==> src/rtl/blackjack_table_fsm.sv <==
// -----------------------------------------------------------------------------
// blackjack_table_fsm
//   Table controller for NUM_PLAYERS seats plus a dealer (seat NUM_PLAYERS+1).
//   It runs seat-count select, a round-robin initial deal, per-seat turns
//   (human or AI), dealer play and per-seat settlement. It sits between the
//   button/AI inputs and the card-draw / hand-scoring datapath.
//
//   Optional feature macro: BLACKJACK_HIT_SOFT17_EN
//     defined   -> the dealer also draws on a soft 17 (high==17, low!=high)
//     undefined -> the dealer stands on any total >= DEALER_STAND
//
// Ports:
//   clk, rst          clock, synchronous active-high reset
//   hold, hit         human buttons (hold also cycles the human count in SELECT,
//                     hit also starts a round), one-cycle pulses
//   ai_hold, ai_hit   AI decision for the current AI seat
//   cards_updated     one-cycle pulse: draw datapath finished
//   hand_high/low     5-bit ace-high / ace-low totals, player i at slice i-1,
//                     dealer at slice NUM_PLAYERS
//   user_select       seat being drawn for (0 = none), registered
//   active_seat       seat whose turn it is (0 = none)
//   num_humans        seats 1..num_humans are human, the rest AI
//   current_state     encoded state
//   win_mask/push_mask per-player result, captured on RESULT entry
//   game_over         high in RESULT
// -----------------------------------------------------------------------------

// Best-total reduction for one hand: ace-high total if it does not bust,
// otherwise the ace-low total if it is a legal 1..21, otherwise the bust
// sentinel 5'h1F.
module bj_hand_best (
    input  logic [4:0] hi,
    input  logic [4:0] lo,
    output logic [4:0] best
);
    always_comb begin
        if (hi <= 5'd21)
            best = hi;
        else if ((lo >= 5'd1) && (lo <= 5'd21))
            best = lo;
        else
            best = 5'h1F;
    end
endmodule

module blackjack_table_fsm #(
    parameter int NUM_PLAYERS  = 2,
    parameter int INIT_CARDS   = 2,
    parameter int DEALER_STAND = 17,
    parameter int SEL_W        = $clog2(NUM_PLAYERS + 2)
) (
    input  logic                           clk,
    input  logic                           rst,
    input  logic                           hold,
    input  logic                           hit,
    input  logic                           ai_hold,
    input  logic                           ai_hit,
    input  logic                           cards_updated,
    input  logic [5*(NUM_PLAYERS+1)-1:0]   hand_high,
    input  logic [5*(NUM_PLAYERS+1)-1:0]   hand_low,
    output logic [SEL_W-1:0]               user_select,
    output logic [SEL_W-1:0]               active_seat,
    output logic [SEL_W-1:0]               num_humans,
    output logic [3:0]                     current_state,
    output logic [NUM_PLAYERS-1:0]         win_mask,
    output logic [NUM_PLAYERS-1:0]         push_mask,
    output logic                           game_over
);

    localparam int RND_W = $clog2(INIT_CARDS + 1);
    localparam logic [SEL_W-1:0] LAST_P = SEL_W'(NUM_PLAYERS);
    localparam logic [SEL_W-1:0] DEALER = SEL_W'(NUM_PLAYERS + 1);
    localparam logic [SEL_W-1:0] SEAT1  = SEL_W'(1);

    typedef enum logic [3:0] {
        S_SELECT      = 4'd0,
        S_DEAL        = 4'd1,
        S_DRAW        = 4'd2,
        S_TURN        = 4'd3,
        S_DEALER_TURN = 4'd4,
        S_RESULT      = 4'd5
    } state_t;

    state_t                 state_q, state_d;
    logic [SEL_W-1:0]       num_humans_q, num_humans_d;
    logic [SEL_W-1:0]       user_select_q, user_select_d;
    logic [SEL_W-1:0]       active_seat_q, active_seat_d;
    logic [SEL_W-1:0]       deal_seat_q, deal_seat_d;
    logic [RND_W-1:0]       deal_round_q, deal_round_d;
    logic [NUM_PLAYERS-1:0] win_q, win_d, push_q, push_d;
    logic                   game_over_q, game_over_d;

    // ---------------------------------------------------------------- scoring
    logic [NUM_PLAYERS:0][4:0] best_all;
    logic [NUM_PLAYERS-1:0]    p_bust, win_c, push_c;
    logic [4:0]                dlr_best, cur_best;
    logic                      dlr_bust, all_bust;

    // One scorer per seat; instance k takes slice k of the packed hand buses.
    bj_hand_best u_best [NUM_PLAYERS:0] (
        .hi   (hand_high),
        .lo   (hand_low),
        .best (best_all)
    );

    assign dlr_best = best_all[NUM_PLAYERS];
    assign dlr_bust = (dlr_best == 5'h1F);

    for (genvar i = 0; i < NUM_PLAYERS; i++) begin : g_cmp
        assign p_bust[i] = (best_all[i] == 5'h1F);
        assign win_c[i]  = !p_bust[i] && (dlr_bust || (best_all[i] > dlr_best));
        assign push_c[i] = !p_bust[i] && !dlr_bust && (best_all[i] == dlr_best);
    end

    assign all_bust = &p_bust;

    // Total of the seat currently taking its turn.
    always_comb begin
        cur_best = 5'd0;
        for (int i = 0; i < NUM_PLAYERS; i++)
            if (active_seat_q == SEL_W'(i + 1))
                cur_best = best_all[i];
    end

    // ------------------------------------------------------------- decisions
    logic is_human, dec_hold, dec_hit, turn_adv, last_seat;
    logic in_deal, draw_is_dlr, dlr_draw;

    assign is_human    = (active_seat_q <= num_humans_q);
    assign dec_hold    = is_human ? hold : ai_hold;
    assign dec_hit     = is_human ? hit  : ai_hit;
    // A seat at 21 or bust (sentinel > 21) has nothing left to decide.
    assign turn_adv    = (cur_best >= 5'd21) || dec_hold;
    assign last_seat   = (active_seat_q >= LAST_P);
    // Counters only move on DRAW exit, so deal_round tells us whether this
    // draw belongs to the initial deal.
    assign in_deal     = (deal_round_q < RND_W'(INIT_CARDS));
    assign draw_is_dlr = (user_select_q == DEALER);

`ifdef BLACKJACK_HIT_SOFT17_EN
    logic [4:0] dlr_hi, dlr_lo;
    logic       soft17;
    assign dlr_hi   = hand_high[5*NUM_PLAYERS +: 5];
    assign dlr_lo   = hand_low[5*NUM_PLAYERS +: 5];
    assign soft17   = (dlr_best == 5'd17) && (dlr_hi == 5'd17) && (dlr_lo != dlr_hi);
    assign dlr_draw = !all_bust && ((dlr_best < 5'(DEALER_STAND)) || soft17);
`else
    assign dlr_draw = !all_bust && (dlr_best < 5'(DEALER_STAND));
`endif

    // --------------------------------------------------------- state register
    always_ff @(posedge clk) begin
        if (rst) begin
            state_q       <= S_SELECT;
            num_humans_q  <= SEAT1;
            user_select_q <= '0;
            active_seat_q <= '0;
            deal_seat_q   <= '0;
            deal_round_q  <= '0;
            win_q         <= '0;
            push_q        <= '0;
            game_over_q   <= 1'b0;
        end else begin
            state_q       <= state_d;
            num_humans_q  <= num_humans_d;
            user_select_q <= user_select_d;
            active_seat_q <= active_seat_d;
            deal_seat_q   <= deal_seat_d;
            deal_round_q  <= deal_round_d;
            win_q         <= win_d;
            push_q        <= push_d;
            game_over_q   <= game_over_d;
        end
    end

    // ------------------------------------------------------------- next state
    always_comb begin
        state_d = state_q;
        case (state_q)
            S_SELECT:      if (!hold && hit) state_d = S_DEAL;
            S_DEAL:        state_d = in_deal ? S_DRAW : S_TURN;
            S_DRAW:
                if (cards_updated)
                    state_d = in_deal     ? S_DEAL :
                              draw_is_dlr ? S_DEALER_TURN : S_TURN;
            S_TURN:
                if (turn_adv)
                    state_d = last_seat ? S_DEALER_TURN : S_TURN;
                else if (dec_hit)
                    state_d = S_DRAW;
            S_DEALER_TURN: state_d = dlr_draw ? S_DRAW : S_RESULT;
            S_RESULT:      if (hold || hit) state_d = S_SELECT;
            default:       state_d = S_SELECT;
        endcase
    end

    // ------------------------------------------------------ registered outputs
    always_comb begin
        num_humans_d  = num_humans_q;
        user_select_d = user_select_q;
        active_seat_d = active_seat_q;
        deal_seat_d   = deal_seat_q;
        deal_round_d  = deal_round_q;
        win_d         = win_q;
        push_d        = push_q;
        game_over_d   = game_over_q;
        case (state_q)
            S_SELECT:
                if (hold)
                    num_humans_d = (num_humans_q == LAST_P) ? '0 : num_humans_q + 1'b1;
                else if (hit) begin
                    deal_round_d = '0;
                    deal_seat_d  = SEAT1;
                end
            S_DEAL:
                if (in_deal) user_select_d = deal_seat_q;
                else         active_seat_d = SEAT1;
            S_DRAW:
                if (cards_updated) begin
                    user_select_d = '0;
                    if (in_deal) begin
                        if (deal_seat_q == DEALER) begin
                            deal_seat_d  = SEAT1;
                            deal_round_d = deal_round_q + 1'b1;
                        end else begin
                            deal_seat_d  = deal_seat_q + 1'b1;
                        end
                    end
                end
            S_TURN:
                if (turn_adv)
                    active_seat_d = last_seat ? DEALER : active_seat_q + 1'b1;
                else if (dec_hit)
                    user_select_d = active_seat_q;
            S_DEALER_TURN:
                if (dlr_draw) begin
                    user_select_d = DEALER;
                end else begin
                    win_d         = win_c;
                    push_d        = push_c;
                    game_over_d   = 1'b1;
                    active_seat_d = '0;
                end
            S_RESULT:
                if (hold || hit) begin
                    win_d       = '0;
                    push_d      = '0;
                    game_over_d = 1'b0;
                end
            default: begin
                user_select_d = '0;
                active_seat_d = '0;
                win_d         = '0;
                push_d        = '0;
                game_over_d   = 1'b0;
            end
        endcase
    end

    assign user_select   = user_select_q;
    assign active_seat   = active_seat_q;
    assign num_humans    = num_humans_q;
    assign current_state = state_q;
    assign win_mask      = win_q;
    assign push_mask     = push_q;
    assign game_over     = game_over_q;

endmodule

==> config.mk <==
export PLATFORM = sky130hd
export DESIGN_NAME = blackjack_table_fsm
export DESIGN_NICKNAME = d
export VERILOG_FILES = /design/src/rtl/blackjack_table_fsm.sv
export SDC_FILE = /design/constraint.sdc
export NUM_CORES = 1
export LEC_CHECK = 0
export CORE_MARGIN = 2
export CORE_UTILIZATION = 53
export DETAILED_ROUTE_END_ITERATION = 10
export MAX_ROUTING_LAYER = met4
export PLACE_DENSITY = 0.87
export RECOVER_POWER = 25
export SETUP_SLACK_MARGIN = 0.02
export SLEW_MARGIN = 0
export SYNTH_ARGS = -nofsm -noshare
export SYNTH_HDL_FRONTEND = slang
export SYNTH_SLANG_ARGS = --single-unit
export TNS_END_PERCENT = 50
==> constraint.sdc <==
create_clock -name clk -period 5.25 [get_ports clk]
set_input_delay 0.525 -clock clk [delete_from_list [all_inputs] [get_ports clk]]
set_output_delay 0.525 -clock clk [all_outputs]
set_load 0.02 [all_outputs]
-- Word level (Yosys, flattened, before mapping)
Index checks and enable logic that the tools add are counted.
- reductions and logical operators: 33
- bitwise operators: 3
- equal/unequal tests: 30
- mux-type cells: 53
- magnitude comparators: 16
- $add $sub $neg: 4
- operator list (kind ; count):
    2-to-1 mux 2 bit ; 23
    2-to-1 mux 5 bit ; 8
    <= comparator 5 bit, second input constant ; 6
    != test 2 bit, second input constant ; 14
    one-hot mux 4 bit (6 select lines) ; 1
    2-to-1 mux 4 bit ; 5
    equality test 5 bit, second input constant ; 3
    >= comparator 5 x 1 -> 1 bit, second input constant ; 3
    2-to-1 mux 3 bit ; 4
    one-hot mux 2 bit (3 select lines) ; 2
    AND reduction 6 bit ; 2
    logical AND 1 bit ; 11
    equality test 5 bit ; 2
    greater-than comparator 5 bit ; 2
    one-hot mux 2 bit (5 select lines) ; 1
    adder 2 x 1 -> 2 bit, second input constant ; 4
    equality test 2 bit, second input constant ; 4
    equality test 4 x 2 -> 1 bit, second input constant ; 2
    equality test 4 x 3 -> 1 bit, second input constant ; 2
    one-hot mux 2 bit (2 select lines) ; 2
    one-hot mux 2 bit (4 select lines) ; 1
    AND reduction 4 bit ; 2
    >= comparator 5 bit, second input constant ; 1
    logical NOT 1 bit ; 5
    other kinds (19) ; 29
- logic and storage cells: 148
- bits in registers: 19
- output and inout bits: 15
- input port bits: 37

-- Longest topological paths before layout
- word-level depth: 10
- gate-level depth with buffers: 14
- gate-level depth less buffers: 13

-- Hierarchy
Synthesis repeated with hierarchy kept, for this count alone.
- cells, all modules: 255
- area total of the unflattened synthesis: 1933.1 µm²
- modules (own cells, without submodules) (module ; area an instance (µm²) ; cells each ; instances):
    blackjack_table_fsm ; 1584.0 ; 201 ; 1
    bj_hand_best ; 116.4 ; 18 ; 3

-- Worst setup path before layout
No wires, ideal clock.
- kind: input to register
- start: input hand_low[6]
- end: register win_q[1], in the netlist win_mask[1]
- stages: 13
- arrival: 2.644 ns
- buffers on the path: 1
- data required time: 5.130 ns
- path slack: 2.487 ns
- cell sequence: buf_6 -> or3_4 -> o22ai_2 -> nor2_1 -> a21oi_1 -> ha_1 -> nor2b_1 -> o21a_1 -> o21a_1 -> o21a_1 -> o22a_1 -> o21bai_1 -> a21oi_1
- cells in the longest elaborated chain, start to end: 10
- elaborated cells between the ends (all ways): 17
- classes of those cells: order compare: 3; eq/ne: 2; mux: 4; reduce/logical: 8
- ends and longest elaborated chain (what ; RTL line ; source):
    start, declared ; 60 ; input logic [5*(NUM_PLAYERS+1)-1:0] hand_low,
    >= comparator 5 x 1 -> 1 bit or <= comparator 5 bit (tied branches) ; 39 ; else if ((lo >= 5'd1) && (lo <= 5'd21))
    logical AND 1 bit ; 39 ;
    2-to-1 mux 5 bit (*) ; 39 ;
    2-to-1 mux 5 bit (*) ; 37 ; if (hi <= 5'd21)
    parallel branches: the longest is 6 deep, another holds greater-than comparator 5 bit ; n/a ;
    end signal, assigned ; 170 ; win_q <= win_d;
    end, declared ; 90 ; logic [NUM_PLAYERS-1:0] win_q, win_d, push_q, push_d;
Mark *: on every way between the ends. The select of a mux whose other input is x is not followed.
A chain may end at the register's enable or synchronous reset.

-- Final worst setup path
Ends and elaborated chain as after synthesis.

==> metrics.md <==
| Metric | Value |
|---|---|
| Cell Rows | `21` |
| CTS Hold Bufs | `0` |
| Length in cells of the worst reg-to-reg path | `6` |
| Top cell family by delay on the critical path | `compound AO/OA/AOI/OAI gates` |
| Startpoint of the tightest hold check path | `push_mask[0]` |
| Number of setup violations in the final report | `0` |
| Peak fanout along the critical path | `8` |
| Seq/Total Area, Yosys | `0.1868` |
| Number of port buffers | `50` |
| Number of enable flip-flop cells after synthesis | `0` |
| Sort of element at the start of the critical path | `primary input` |
| Max_slew headroom | `0.5022` |
| Reg2Reg Capture Point | `active_seat[1]` |
| Leakage Power | `0.0009200 uW` |
| Post-Synthesis Net Count | `303` |
| Post-route clock period utilization | `0.5918` |
| Setup repair after global routing missed its margin | `false` |
| FF/Latch Area | `360.3 sq um` |
| Fin Clk Skew | `between 0.009 and 0.01 ns` |
| TritonCTS clock tree | `yes` |
| Starting density of the core | `0.5648` |
| Synth Area per Inst | `7.656 sq um` |
| Fraction of synthesis flops using an asynchronous set or reset pin | `0` |
| Clock slew at reported path FFs | `~0.090 ns` |
| Top flip-flop cell by instance count after synthesis | `dfxtp_1` |
| Cell taking the most area after synthesis | `dfxtp_1` |
| Number of top-level design ports | `52` |
| Core area | `about 0.0034 sq mm` |
| TritonCTS sink count | `18` |
| GRT overflow | `0` |
| Slowest cell on the critical path | `clkdlybuf4s50_1` |
| Final slew viol count | `0` |
| Overall die area | `0.004139 sq mm` |
| Worst voltage drop across the vdd grid | `between 150 and 200 uV` |
| Minimum setup slack among reg-to-reg paths | `3.08 ns` |
| Die Ht | `64.34 microns` |
| Growth of design area from synthesis to finish | `27.63%` |
| Setup TNS | `0 ns` |
| DRT Pass-1 Iters | `5` |
| Final HPWL from detailed placement | `4083 microns` |
| Detailed-route DRC error count | `0` |
| Outcome | `finished clean` |
| Maximum clock frequency | `0.3219 GHz` |
| Routed vias/inst | `6.244` |
| GRT Util Overall | `0.2669` |
| Power density over the cells | `about 220 mW/mm^2` |
| CP dominant cell by count | `o21a_1` |
| Worst reg2reg startpoint | `current_state[1]` |
| Number of antenna repair diodes | `0` |
| Type of the worst min-delay path | `flop to flop` |
| Worst hold slack across all endpoints | `0.4716 ns` |
| Final RePlAce weighted congestion | `0.9223` |
| Crit path DAT | `3.27 ns` |
| Critical path capture point type | `flop` |
| Clock latency on the worst-skew pair | `0.30 ns` |
| Number of H-tree branching levels | `1` |
| Warnings from Yosys | `0` |
| Final Routed Wirelength | `5065 microns` |
| DRT iter0 DRCs | `259` |
| Post CTS Setup Buffer Count | `0` |
| Minimum clock period | `slightly above 3 ns` |
| Number of clock buffers inserted by TritonCTS | `3` |
| Wire length of the first global-routing pass | `around 8800 microns` |
| Layout fillers | `284` |
| Maximum Capacitance Violations | `0` |
| Layout cells sized above 1 | `0.08389` |
| Count of endpoints failing hold in the final timing report | `0` |
| Top post-synthesis cells by area | `dfxtp_1 19%, ha_1 9.1%, nor2_1 5.6%` |
| Via count of the first global-routing pass | `1948` |
| Layout Nets | `350` |
| Crit path depth | `13` |
| Largest net degree at the start of global routing | `20` |
| Clk buf depth | `2` |
| Longest individual stage delay on the worst path | `0.53 ns` |
| DR WL/cell | `14.72 microns` |
| End point of the critical path | `win_mask[1]` |
| Required arrival time at the worst endpoint | `5.42 ns` |
| Total area of multi-input combinational cells | `0.001451 sq mm` |
| Post-synthesis instance area | `approximately 0.0019 sq mm` |
| Root buffer cell | `clkbuf_4` |
| Residual antenna-violating net count after detailed routing | `0` |
| Instance count of the mapped netlist | `between 200 and 300` |
| Transition time at the pin with the least slew margin | `around 0.75 ns` |
| Kind of critical path | `primary input to flop` |
| Flip-flop and latch count after synthesis | `18` |
| Unique cell type count in the Yosys netlist | `65` |
| Overall via count from detail_route | `2148` |
| Die X-Extent | `64.34 microns` |
| Cells along the critical path | `clkdlybuf4s50_1 > or3_4 > o22ai_2 > nor2_1 > a21oi_1 > ha_1 > nor2b_1 > o21a_1 > o21a_1 > o21a_1 > o22a_1 > o21bai_1 > a21oi_1` |
| Share of Yosys cell area claimed by the top area cell type | `0.1868` |
| Critical Path Start | `hand_low[6]` |
| Number of gates given a new drive strength after cts | `0` |
| Number of antenna violations at the first check in global routing | `0` |
| Buf/Inv on CP | `1` |
==> stage by stage <==
stage	cell area [sq um]	total power (uW)	setup slack (ns)	utilization	std cells
2_1_floorplan	1929	360.4	2.487	-	252
3_3_place_gp	2426	446.5	1.902	0.7103	340
3_5_place_dp	2426	452.9	1.831	0.7103	340
5_1_grt	2462	583.0	2.039	0.7209	344
6_report	2462	542.3	2.143	0.7209	344
4_1_cts	2462	538.2	2.161	0.7209	344
==> cell type report <==
cell class / count / area share
inverters: 15 / 0.02287
repair buffers: 50 / 0.2033
flip-flops and latches: 18 / 0.1463
multi-input cells: 211 / 0.5894
clock buffers: 4 / 0.01474
well taps: 46 / 0.02337
==> where the power goes <==
part	internal [uW]	switching [uW]
clock network	42.4	43.6
logic	123	156
registers	150	27.9
==> logic make-up after synthesis <==
kind of cell               Yosys count  share of synthesized area
DFF                                 18                     0.1868
and+or+nand+nor                     95                     0.2458
other                                1                   0.001944
AOI/OAI and AO/OA                   95                     0.3820
adders and majority gates           14                    0.09079
buffers and inverters               23                    0.06096
muxes                                6                    0.03178
==> cell usage in the layout, fill, tap and decap left out, types with 4 or more instances in the layout <==
cell type and instances:
nor2b_1 4, ha_1 14, nand2_1 24, o21ai_0 9, a21oi_1 20, o21a_1 7
nand3_1 5, inv_1 15, nor2_1 29, dfxtp_1 18, o22a_1 4, nor3_1 8
a211oi_1 4, o211ai_1 6, clkdlybuf4s50_1 44, nor4_1 4, dlygate4sd3_1 6, o22ai_1 4
a31oi_1 6, mux2i_1 5
==> synth_stat cells, drive strengths merged, types with 2 or more instances <==
library cell   n
nor2          29
nand2         25
a21oi         21
dfxtp         18
inv           15
ha            14
o21ai         10
nor3           8
o21a           7
a31oi          6
clkbuf         6
o211ai         6
o22ai          6
a211oi         5
mux2i          5
nand3          5
nor4           5
nand2b         4
nor2b          4
o22a           4
a21o           3
a311oi         3
and3           3
o31ai          3
and2           2
buf            2
nand4          2
o2111ai        2
o32ai          2
o41ai          2
or2            2
or3            2
or4            2
==> routing by layer <==
| layer | wire length [microns] | vias to the layer above | GRT usage |
|---|---|---|---|
| met1 | 2348 | 973 | 0.3649 |
| met4 | 65 | 0 | 0.05053 |
| met5 | 0 | - | - |
| li1 | - | 1056 | - |
| met2 | 2263 | 109 | 0.4206 |
| met3 | 388 | 10 | 0.04225 |
==> tightest hold or removal path, stage by stage, from the launching register on <==
cell     delay, ns
dfxtp_1       0.32
nand2_1       0.06
a21oi_1       0.05
==> worst min-delay path by stage <==
stage | endpoint | slack [ns] | depth (start not counted)
global route | push_mask[0] | 0.50 | 2
finish | push_mask[0] | 0.47 | 2
floorplan | deal_seat_q[1] | 0.49 | 2
CTS | push_mask[0] | 0.47 | 2
global placement | win_mask[0] | 0.45 | 2
detailed placement | push_mask[0] | 0.45 | 2
==> flip-flops by register name, indices dropped and copies added, names as in the netlist <==
| name | flops |
|---|---|
| active_seat | 2 |
| current_state | 3 |
| deal_round_q | 2 |
| deal_seat_q | 2 |
| game_over | 1 |
| num_humans | 2 |
| push_mask | 2 |
| user_select | 2 |
| win_mask | 2 |
Power figures use the tool's default switching activity.
